`src/rtl/dmem_port_arbiter.sv`:
```
`default_nettype none
// ============================================================================
// Module   : dmem_port_arbiter
// Brief    : Shares the single-port data memory between the MEM stage (CPU)
//            and a loader/debug master, with starvation guard and burst lock.
// Revision : 1.0 - initial release
// ============================================================================
module dmem_port_arbiter #(
    parameter int STARVE_LIMIT = 4,
    parameter int CNT_W        = 3
) (
    input  logic        clk,
    input  logic        rst,
    // CPU (MEM stage) port
    input  logic        cpu_req,
    input  logic        cpu_halt,
    input  logic        cpu_we,
    input  logic [31:0] cpu_addr,
    input  logic [1:0]  cpu_size,
    input  logic [31:0] cpu_wdata,
    output logic        cpu_stall,
    output logic [31:0] cpu_rdata,
    // Loader / debug port
    input  logic        ldr_req,
    input  logic        ldr_lock,
    input  logic        ldr_we,
    input  logic [31:0] ldr_addr,
    input  logic [1:0]  ldr_size,
    input  logic [31:0] ldr_wdata,
    output logic        ldr_gnt,
    output logic        ldr_err,
    output logic [31:0] ldr_rdata,
    output logic        ldr_rvalid,
    // DataMem port
    output logic [31:0] dmem_addr,
    output logic [1:0]  dmem_size,
    output logic [31:0] dmem_wdata,
    output logic        dmem_wen_n,
    input  logic [31:0] dmem_rdata
);

    localparam logic [1:0] c_size_hword = 2'b01;
    localparam logic [1:0] c_size_word  = 2'b10;

    localparam logic [0:0] S_CPU  = 1'b0;
    localparam logic [0:0] S_LOCK = 1'b1;

    localparam logic [CNT_W-1:0] c_starve_limit = CNT_W'(STARVE_LIMIT);
    localparam logic [CNT_W-1:0] c_cnt_max      = {CNT_W{1'b1}};

    logic [0:0]       r_state;
    logic [CNT_W-1:0] r_starve_cnt;
    logic [31:0]      r_ldr_rdata;
    logic             r_ldr_rvalid;

    logic w_ldr_mis;
    logic w_force;
    logic w_cpu_own;
    logic w_ldr_own;
    logic w_cpu_stall;
    logic w_ldr_gnt;
    logic w_ldr_err;

    assign w_ldr_mis = ((ldr_size == c_size_hword) && ldr_addr[0]) ||
                       ((ldr_size == c_size_word)  && (ldr_addr[1:0] != 2'b00));

    assign w_force = ldr_req && (r_starve_cnt >= c_starve_limit);

    // Ownership: a locked burst shuts the CPU out even between loader beats.
    always_comb begin
        w_cpu_own   = 1'b0;
        w_ldr_own   = 1'b0;
        w_cpu_stall = 1'b0;
        if (r_state == S_LOCK) begin
            w_ldr_own   = ldr_req;
            w_cpu_stall = cpu_req;
        end else if (w_force) begin
            w_ldr_own   = 1'b1;
            w_cpu_stall = cpu_req;
        end else if (cpu_req) begin
            w_cpu_own   = 1'b1;
        end else if (ldr_req) begin
            w_ldr_own   = 1'b1;
        end
    end

    assign w_ldr_gnt = w_ldr_own && !w_ldr_mis;
    assign w_ldr_err = w_ldr_own &&  w_ldr_mis;

    always_comb begin
        dmem_addr  = 32'h0;
        dmem_size  = 2'b00;
        dmem_wdata = 32'h0;
        dmem_wen_n = 1'b1;
        if (w_cpu_own) begin
            dmem_addr  = cpu_addr;
            dmem_size  = cpu_size;
            dmem_wdata = cpu_wdata;
            dmem_wen_n = ~cpu_we | cpu_halt;
        end else if (w_ldr_own) begin
            // A rejected (misaligned) loader access must leave memory untouched.
            dmem_addr  = ldr_addr;
            dmem_size  = ldr_size;
            dmem_wdata = ldr_wdata;
            dmem_wen_n = ~ldr_we | w_ldr_mis;
        end
    end

    always_ff @(posedge clk or posedge rst) begin
        if (rst) begin
            r_state      <= S_CPU;
            r_starve_cnt <= '0;
            r_ldr_rdata  <= 32'h0;
            r_ldr_rvalid <= 1'b0;
        end else begin
            r_ldr_rvalid <= w_ldr_gnt && !ldr_we;
            if (w_ldr_gnt && !ldr_we) begin
                r_ldr_rdata <= dmem_rdata;
            end

            if (ldr_req && !w_ldr_gnt && !w_ldr_err) begin
                if (r_starve_cnt != c_cnt_max) begin
                    r_starve_cnt <= r_starve_cnt + 1'b1;
                end
            end else begin
                r_starve_cnt <= '0;
            end

            case (r_state)
                S_CPU: begin
                    if (w_ldr_gnt && ldr_lock) begin
                        r_state <= S_LOCK;
                    end
                end
                S_LOCK: begin
                    if (w_ldr_err || (w_ldr_gnt && !ldr_lock) ||
                        (!ldr_req && !ldr_lock)) begin
                        r_state <= S_CPU;
                    end
                end
                default: r_state <= S_CPU;
            endcase
        end
    end

    assign cpu_stall  = w_cpu_stall;
    assign cpu_rdata  = dmem_rdata;
    assign ldr_gnt    = w_ldr_gnt;
    assign ldr_err    = w_ldr_err;
    assign ldr_rdata  = r_ldr_rdata;
    assign ldr_rvalid = r_ldr_rvalid;

endmodule
`default_nettype wire

```
`config.mk`:
```
export PLATFORM = sky130hd
export DESIGN_NAME = dmem_port_arbiter
export DESIGN_NICKNAME = d
export VERILOG_FILES = /design/src/rtl/dmem_port_arbiter.sv
export SDC_FILE = /design/constraint.sdc
export NUM_CORES = 1
export LEC_CHECK = 0
export BUFFER_PORTS_ARGS = -buffer_cell sky130_fd_sc_hd__buf_2
export CAP_MARGIN = 20
export CORE_AREA = 5 5 115 117
export DETAILED_ROUTE_END_ITERATION = 12
export DIE_AREA = 0 0 120 122
export PLACE_DENSITY_LB_ADDON = 0.08
export SLEW_MARGIN = 20
export SYNTH_ARGS = -nofsm -noshare
export SYNTH_HDL_FRONTEND = slang
export SYNTH_SLANG_ARGS = --single-unit
```
`constraint.sdc`:
```
create_clock -name clk -period 1.9 [get_ports clk]
set_input_delay 0.19 -clock clk [delete_from_list [all_inputs] [get_ports clk]]
set_output_delay 0.19 -clock clk [all_outputs]
set_load 0.02 [all_outputs]
```
# ---- Word level (Yosys, flattened, before mapping)
# Cells that the tools add are included.
dict set report totals {
  ff_bits 37
  input_bits 172
  output_inout_bits 135
  elab_cells 58
}
dict set report classes {
  addsub 1
  magnitude_cmp 1
  n_eq_ne 4
  muxes 22
  bitwise_logic 5
  reduce_logical 21
}
# op count
set op_table {}
lappend op_table {{$mux 32} 4}
lappend op_table {{$mux 1} 13}
lappend op_table {{$logic_and 1x1->1} 11}
lappend op_table {{$logic_not 1->1} 6}
lappend op_table {{$mux 3} 2}
lappend op_table {{$mux 2} 2}
lappend op_table {{$add 3x1->3 const B} 1}
lappend op_table {{$ge 3x3->1 const B} 1}
lappend op_table {{$logic_or 1x1->1} 3}
lappend op_table {{$ne 3x3->1 const B} 1}
lappend op_table {{$not 1->1} 3}
lappend op_table {{$eq 2x1->1 const B} 1}
lappend op_table {{$eq 2x2->1 const B} 1}
lappend op_table {{$ne 2x1->1 const B} 1}
lappend op_table {{$or 1x1->1} 2}
lappend op_table {{$pmux 1 s2} 1}
lappend op_table {{$reduce_bool 2->1} 1}

# ---- Longest topological paths before layout
# Gate-level depths: netlist of run 1.
dict set report depth {
  depth_word 10
  depth_mapped 6
}

# ---- Worst setup path after synthesis of run 1
# OpenSTA, ideal clock, no wires.
dict set report synth_path {
  kind {register to output}
  start {register r_starve_cnt[2]}
  end {output dmem_wen_n}
  arrival_ps 1663
  setup_slack_ps 47
  path_stages_with_launch 7
  path_buffers 2
  cell_sequence {dfrtp_1 > nor3b_1 > nor2b_1 > buf_2 > buf_2 > and2_1 > a32oi_1}
}
dict set report synth_between {
  elab_chain_len 6
}
# item line_no
set synth_lines {}
lappend synth_lines {{start, declared} 52} ;# logic [CNT_W-1:0] r_starve_cnt;
lappend synth_lines {{start signal, assigned} 123} ;# r_starve_cnt <= r_starve_cnt + 1'b1;
lappend synth_lines {{$ge 3x3->1 (*)} 67} ;# assign w_force = ldr_req && (r_starve_cnt >= c_starve_limit);
lappend synth_lines {{$logic_and 1x1->1 (*)} 67}
lappend synth_lines {{$mux 1} 77} ;# end else if (w_force) begin
lappend synth_lines {{$mux 1} 74} ;# if (r_state == S_LOCK) begin
lappend synth_lines {{$mux 1} 100} ;# end else if (w_ldr_own) begin
lappend synth_lines {{$mux 1 (*)} 95} ;# if (w_cpu_own) begin
lappend synth_lines {{end, declared} 38} ;# output logic dmem_wen_n,
# Mark *: on every way between the ends. The rest lies on a longest branch, timed or not.

# ---- Worst setup path after layout of run 1
dict set report layout_path {
  start {register r_state}
  end {output dmem_wdata[9]}
}
dict set report layout_between {
  elab_chain_len 3
}
# item line_no
set layout_lines {}
lappend layout_lines {{start, declared} 51} ;# logic [0:0] r_state;
lappend layout_lines {{start signal, assigned} 111} ;# r_state <= S_CPU;
lappend layout_lines {{start signal, assigned} 132} ;# r_state <= S_LOCK;
lappend layout_lines {{start signal, assigned} 138} ;# r_state <= S_CPU;
lappend layout_lines {{$mux 1} 74}
lappend layout_lines {{$mux 32} 100}
lappend layout_lines {{$mux 32 (*)} 95}
lappend layout_lines {{end, declared} 37} ;# output logic [31:0] dmem_wdata,
# Marked as above.

==> results.md, run 1 <==
- Avg WL per Cell: 16.78 um
- F_max: 537.0 MHz
- WL final: 11.09 mm
- DRT iter0 DRCs: 67
- Core Box Area: 12260 um^2
- Final ANT Viol Nets: 0
- Crit. End Element: primary output
- DP Area: 3953 um^2
- Largest net degree at the start of global routing: 46
- DR vias: 2849
- Grt ovf: 0
- Mapped Cells: 230
- WP data required: 1.71 ns
- Max-slew violations: 0
- Clock tree buffer depth: 2
- Root Driver: clkbuf_16
- Synthesized area per cell: 10.58 um^2
- GP Congestion: 0.7789
- Final hold vios: 0
- PortBufs: 306
- Die area: 14640 um^2
- Yosys top cell by area: dfrtp_1
- Core Util, Final: 0.3525
- Final setup vio count: 0
- Status: finished, final reports clean
- N_diodes: 0
- Synth unique cells: 25
- Vias in the first global route: 2761
- VDD IR max: 0.3817 mV
- Die Width: 120 um
- Max-cap violations: 0
- Critical path origin: r_state
- Worst Path Max Fanout: 16
- DRC: 0
- CP endpoint: dmem_wdata[9]
- Worst-path clk slew: 0.06 ns
- Max stage delay cell, worst path: dfrtp_1
- CP Launch Type: flop
- Gr usage total: 0.1281
- Dpl hpwl: 8.905 mm
- Critical path depth: 5
- Hold Crit Class: in -> async
- Worst-case reg-to-reg path depth: 6
- Design Area, Final: 4322 um^2
- CP cell instances: nor3b_2 > nor2b_4 > clkbuf_16 > a22o_1 > buf_2
- Worst Path Buf+Inv: 2
- Clock sink count: 37
- Initial core utilization: 0.1985
- Worst r2r src: r_state
- Layout cells sized above 1: 0.6654
- Power density cells: 815.6 nW/um^2
- Synth Register Bits: 37
- Synthesis-to-finish area growth: 77.58%
- CTS tree: done
- Total CTS buffers: 5
- First-pass GRT wire length: 14.92 mm
- P_leak: 2.473 nW
- H-tree levels: 2
- Height of the die: 122 um
- Nets: 684
- Row count: 41
- Sequential area share after synthesis: 0.3805
- Cell Area, Synth: 2434 um^2
- Crit-path max cell delay: 0.40 ns
- Reg2Reg Capture Point: ldr_rdata[21]
- Syn nets: 404
- Yosys warns: 0
- Top cells by area, synth: dfrtp_1 (38%), a22o_1 (21%), mux2_1 (13%)
- Yosys top cell area share: 0.3805
- Worst Clk Skew: 0.005347 ns
- Drt via density: 4.310
- CP Class: reg -> out
- Crit path DAT: 1.67 ns
- Initial antenna violation count: 0
- CP top delay family: simple AND/OR/NAND/NOR gates
- IO Count: 307
- Normalized max-slew margin: 0.6769
- Worst Tran Pin Value: 0.4847 ns
- Final worst-path cycle share: 0.9801
- TritonRoute pass-1 iters: 4
- Latest clock arrival within the worst-skew pair: 0.27 ns
- Setup TNS: 0 ns
- Minimum clock period: 1.862 ns
- R2R Setup Slk: 0.19 ns
- Overall power: 3.525 mW
- RSZ-0062 raised after global routing: true
-- power breakdown --
group | switching [mW] | internal, mW
registers | 0.0862 | 0.974
logic | 0.870 | 0.646
clock network | 0.294 | 0.655
total | 1.25 | 2.27
-- flip-flops by register name, indices dropped and copies added (netlist names) --
register,cells
r_state,1
ldr_rvalid,1
r_starve_cnt,3
ldr_rdata,32
-- through the flow --
stage / setup WS, ns / cells / hold slack, ns
after floorplan: 0.04693 / 230 / 0.3121
after global placement: 0.1441 / 645 / 0.3418
after detailed placement: 0.1751 / 645 / 0.3348
after CTS: 0.001079 / 653 / 0.03512
after global routing: -0.04089 / 661 / 0.07745
final: 0.03785 / 661 / 0.03072
-- kinds of logic after synthesis --
group	Yosys count	share of synthesized area
AO/OA/AOI/OAI	71	0.2380
XOR/XNOR	2	0.007199
adder cells (fa/ha/maj)	2	0.01028
buffers and inverters	54	0.1460
flip-flops	37	0.3805
multiplexers	33	0.1522
AND/OR/NAND/NOR	31	0.06581
-- timing repair --
item                       4_1_cts  5_1_grt
cloned                           0        3
setup endpoints to repair       56       63
resized for setup                1       28
buffers inserted                 0        5
hold buffers                     0        0
pin swaps                        0        3
-- final cells by class --
type                       count  area, um^2
fill                        1273        7939
timing repair buffer         324        1841
multi-input combinational    139        1184
sequential                    37       925.9
tap                          150       187.7
clock buffer                   7       142.6
clock inverter                 1       30.03
inverter                       3       11.26
-- layer usage --
metal / track usage / up-vias / routed length (um)
li1: - / 1377 / -
met1: 0.1469 / 1295 / 4149
met2: 0.2332 / 167 / 5770
met3: 0.04085 / 10 / 1054
met4: 0.02792 / 0 / 117
met5: 0 / - / 0
-- cells in the final DEF (no fill, tap or decap), types with 3 or more instances in the layout --
| cell type | count |
|---|---|
| a22o_1 | 57 |
| buf_12 | 4 |
| buf_2 | 293 |
| buf_4 | 10 |
| buf_6 | 15 |
| clkbuf_16 | 7 |
| dfrtp_1 | 37 |
| inv_1 | 3 |
| mux2_1 | 29 |
| mux2_2 | 3 |
| nand2_1 | 19 |
| nor2b_1 | 3 |
| o21ai_0 | 9 |
-- Yosys cell counts --
cell type,n
a21oi_1,2
a21oi_2,1
a22o_1,57
a32oi_1,1
and2_1,1
and3b_1,1
buf_2,8
buf_4,32
buf_6,3
clkbuf_1,8
dfrtp_1,37
ha_1,2
inv_1,3
mux2_1,29
mux2_2,3
mux2i_1,1
nand2_1,19
nand2b_1,1
nand3b_4,1
nor2_1,2
nor2b_1,4
nor3b_1,2
o21a_1,1
o21ai_0,9
xor2_1,2
-- tightest hold or removal path: stages --
cell and delay [ns]:
buf_2 0.10, inv_1 0.04, buf_4 0.41
-- worst min path at each step --
stage | start | endpoint | slack, ns
6_report | rst | ldr_rdata[0] | 0.03
5_1_grt | rst | ldr_rdata[30] | 0.08
4_1_cts | rst | ldr_rdata[0] | 0.04
3_5_place_dp | rst | ldr_rdata[29] | 0.33
3_3_place_gp | rst | ldr_rdata[29] | 0.34
2_1_floorplan | ldr_lock | r_state | 0.31
Power figures use the tool's default switching activity.
==> run 2: changes to the inputs <==
--- a/config.mk
+++ b/config.mk
@@ -12,3 +12,5 @@
 export DIE_AREA = 0 0 120 122
+export HOLD_SLACK_MARGIN = 0.03
 export PLACE_DENSITY_LB_ADDON = 0.08
+export SKIP_CTS_REPAIR_TIMING = 1
 export SLEW_MARGIN = 20
--- a/constraint.sdc
+++ b/constraint.sdc
@@ -3,2 +3,2 @@
 set_output_delay 0.19 -clock clk [all_outputs]
-set_load 0.02 [all_outputs]
+set_load 0.005 [all_outputs]
==> run 2 against run 1 <==
  * Combinational power shrank 30%
  * Clock skew grew 0.0011 ns
  * Setup slack gained 0.031 ns
  * Non-clock buffer count shrank 5
  * Critical path depth grew 1
  * Design area shrank 2.3%
  * Register-to-register slack is essentially flat
==> results.md, run 2 (synthesis results as in run 1) <==
- Status: finished, final reports clean (unchanged)
- Clock tree buffer depth: 2 (unchanged)
- DR vias: 2838 (was 2849)
- Hold Crit Class: in -> async (unchanged)
- Layout cells sized above 1: 0.6621 (was 0.6654)
- Vias in the first global route: 2685 (was 2761)
- Logic pwr share: 0.347 (was 0.430)
- R2R Setup Slk: 0.18 ns (was 0.19 ns)
- Minimum clock period: 1.831 ns (was 1.862 ns)
- Row count: 41 (unchanged)
- Total CTS buffers: 5 (unchanged)
- Crit. End Element: primary output (unchanged)
- Worst r2r src: r_state (unchanged)
- P_leak: 2.433 nW (was 2.473 nW)
- DRT iter0 DRCs: 97 (was 67)
- Met2 WL: 5.671 mm (was 5.770 mm)
- Worst Path Max Fanout: 22 (was 16)
- Worst-case reg-to-reg path depth: 7 (was 6)
- PortBufs: 306 (unchanged)
- TritonRoute pass-1 iters: 4 (unchanged)
- Flop pwr share: 0.346 (was 0.301)
- Max layer used: met4 (unchanged)
- H-tree levels: 2 (unchanged)
- CTS tree: done (unchanged)
- Sw Pwr: 859.6 uW (was 1.251 mW)
- Drt via density: 4.320 (was 4.310)
- Gr usage total: 0.1258 (was 0.1281)
- Pint: 2.202 mW (was 2.274 mW)
- Dpl hpwl: 8.704 mm (was 8.905 mm)
- Critical path origin: r_state (unchanged)
- Worst-path clk slew: 0.06 ns (about the same)
- Final ANT Viol Nets: 0 (unchanged)
- Root Driver: clkbuf_16 (unchanged)
- Core Box Area: 12260 um^2 (unchanged)
- Height of the die: 122 um (unchanged)
- F_max: 546.2 MHz (was 537.0 MHz)
- DP Area: 3930 um^2 (was 3953 um^2)
- WL met3: 1.037 mm (was 1.054 mm)
- Final setup vio count: 0 (unchanged)
- DRC: 0 (unchanged)
- Clock sink count: 37 (unchanged)
- CP Launch Type: flop (unchanged)
- Power density cells: 724.8 nW/um^2 (was 815.6 nW/um^2)
- Design Area, Final: 4224 um^2 (was 4322 um^2)
- Clk pwr share: 0.308 (was 0.269)
- Avg WL per Cell: 16.75 um (was 16.78 um)
- Worst Clk Skew: 0.006482 ns (was 0.005347 ns)
- Max-slew violations: 0 (unchanged)
- Max reg flops: 32 (unchanged)
- Worst setup margin: 0.06932 ns (was 0.03785 ns)
- Grt ovf: 0 (unchanged)
- Place WS: 0.2712 ns (was 0.1751 ns)
- Initial antenna violation count: 0 (unchanged)
- Crit path DAT: 1.64 ns (was 1.67 ns)
- GP Congestion: 0.8009 (was 0.7789)
- Latest clock arrival within the worst-skew pair: 0.28 ns (was 0.27 ns)
- IO Count: 307 (unchanged)
- Non-Filler Instances: 657 (was 661)
- WL final: 11.00 mm (was 11.09 mm)
- Max-cap violations: 0 (unchanged)
- Die Width: 120 um (unchanged)
- Synthesis-to-finish area growth: 73.57% (was 77.58%)
- Placed cells: 642 (was 645)
- Nets: 679 (was 684)
- Worst Tran Pin Value: 0.4776 ns (was 0.4847 ns)
- Met1 WL: 4.232 mm (was 4.149 mm)
- WP data required: 1.71 ns (about the same)
- Die area: 14640 um^2 (unchanged)
- Setup TNS: 0 ns (unchanged)
- CP endpoint: dmem_wdata[27] (was dmem_wdata[9])
- Final worst-path cycle share: 0.9635 (was 0.9801)
- CP Class: reg -> out (unchanged)
- Sw Ratio: 0.2808 (was 0.3548)
- Reg2Reg Capture Point: ldr_rdata[8] (was ldr_rdata[21])
- Most frequent cells in the layout: buf_2 (306), a22o_1 (57), dfrtp_1 (36), mux2_1 (29), nand2_1 (19) (was buf_2 (293), a22o_1 (57), dfrtp_1 (37), mux2_1 (29), nand2_1 (19))
- Commonest non-fill, non-tap cell in the layout: buf_2 (unchanged)
- Final hold vios: 0 (unchanged)
- Overall power: 3.062 mW (was 3.525 mW)
- Largest net degree at the start of global routing: 45 (was 46)
- VDD IR max: 0.3918 mV (was 0.3817 mV)
- Initial core utilization: 0.1985 (unchanged)
- First-pass GRT wire length: 14.63 mm (was 14.92 mm)
- Normalized max-slew margin: 0.6816 (was 0.6769)
run 2: worst min-delay path by stage:
stage,startpoint,end,slack [ns],cells after the start
finish,rst,ldr_rdata[30],0.02,3
global route,rst,ldr_rdata[30],0.07,3
CTS,rst,ldr_rdata[30],0.03,3
detailed placement,rst,ldr_rdata[30],0.33,3
global placement,rst,ldr_rdata[29],0.34,3
floorplan,ldr_lock,r_state,0.31,1
run 2: final cells by class:
cell class / instances / area (um^2)
fill: 1290 / 8036
clock buffer: 6 / 128.9
multi-input combinational: 139 / 1176
sequential: 37 / 927.1
inverter: 3 / 11.26
tap: 150 / 187.7
antenna: 1 / 2.502
timing repair buffer: 319 / 1752
clock inverter: 2 / 38.79
run 2: per-stage QoR:
stage | hold WS, ns | util
6_report | 0.01964 | 0.3445
3_5_place_dp | 0.3345 | 0.3205
4_1_cts | 0.02945 | 0.3342
3_3_place_gp | 0.3364 | 0.3205
2_1_floorplan | 0.3121 | -
5_1_grt | 0.06665 | 0.3443
run 2: layer usage:
metal	vias to the layer above	global-route usage
li1	1361	-
met1	1316	0.1521
met2	156	0.2255
met3	5	0.03575
met4	0	0.02147
met5	-	0
run 2: power by group through the flow:
stage / registers, mW / clock network, mW / logic, mW
floorplan: 1.09 / 0 / 0.432
detailed placement: 1.07 / 0 / 1.04
global placement: 1.07 / 0 / 1.04
global route: 1.09 / 1.01 / 1.17
CTS: 1.06 / 0.991 / 1.04
finish: 1.06 / 0.942 / 1.06
run 2: critical path, cell delays in order, from the launching register on:
cell      delay [ns]
dfrtp_1         0.41
nand2b_1        0.19
a21oi_4         0.15
buf_12          0.15
buf_12          0.16
a22o_1          0.17
buf_2           0.13
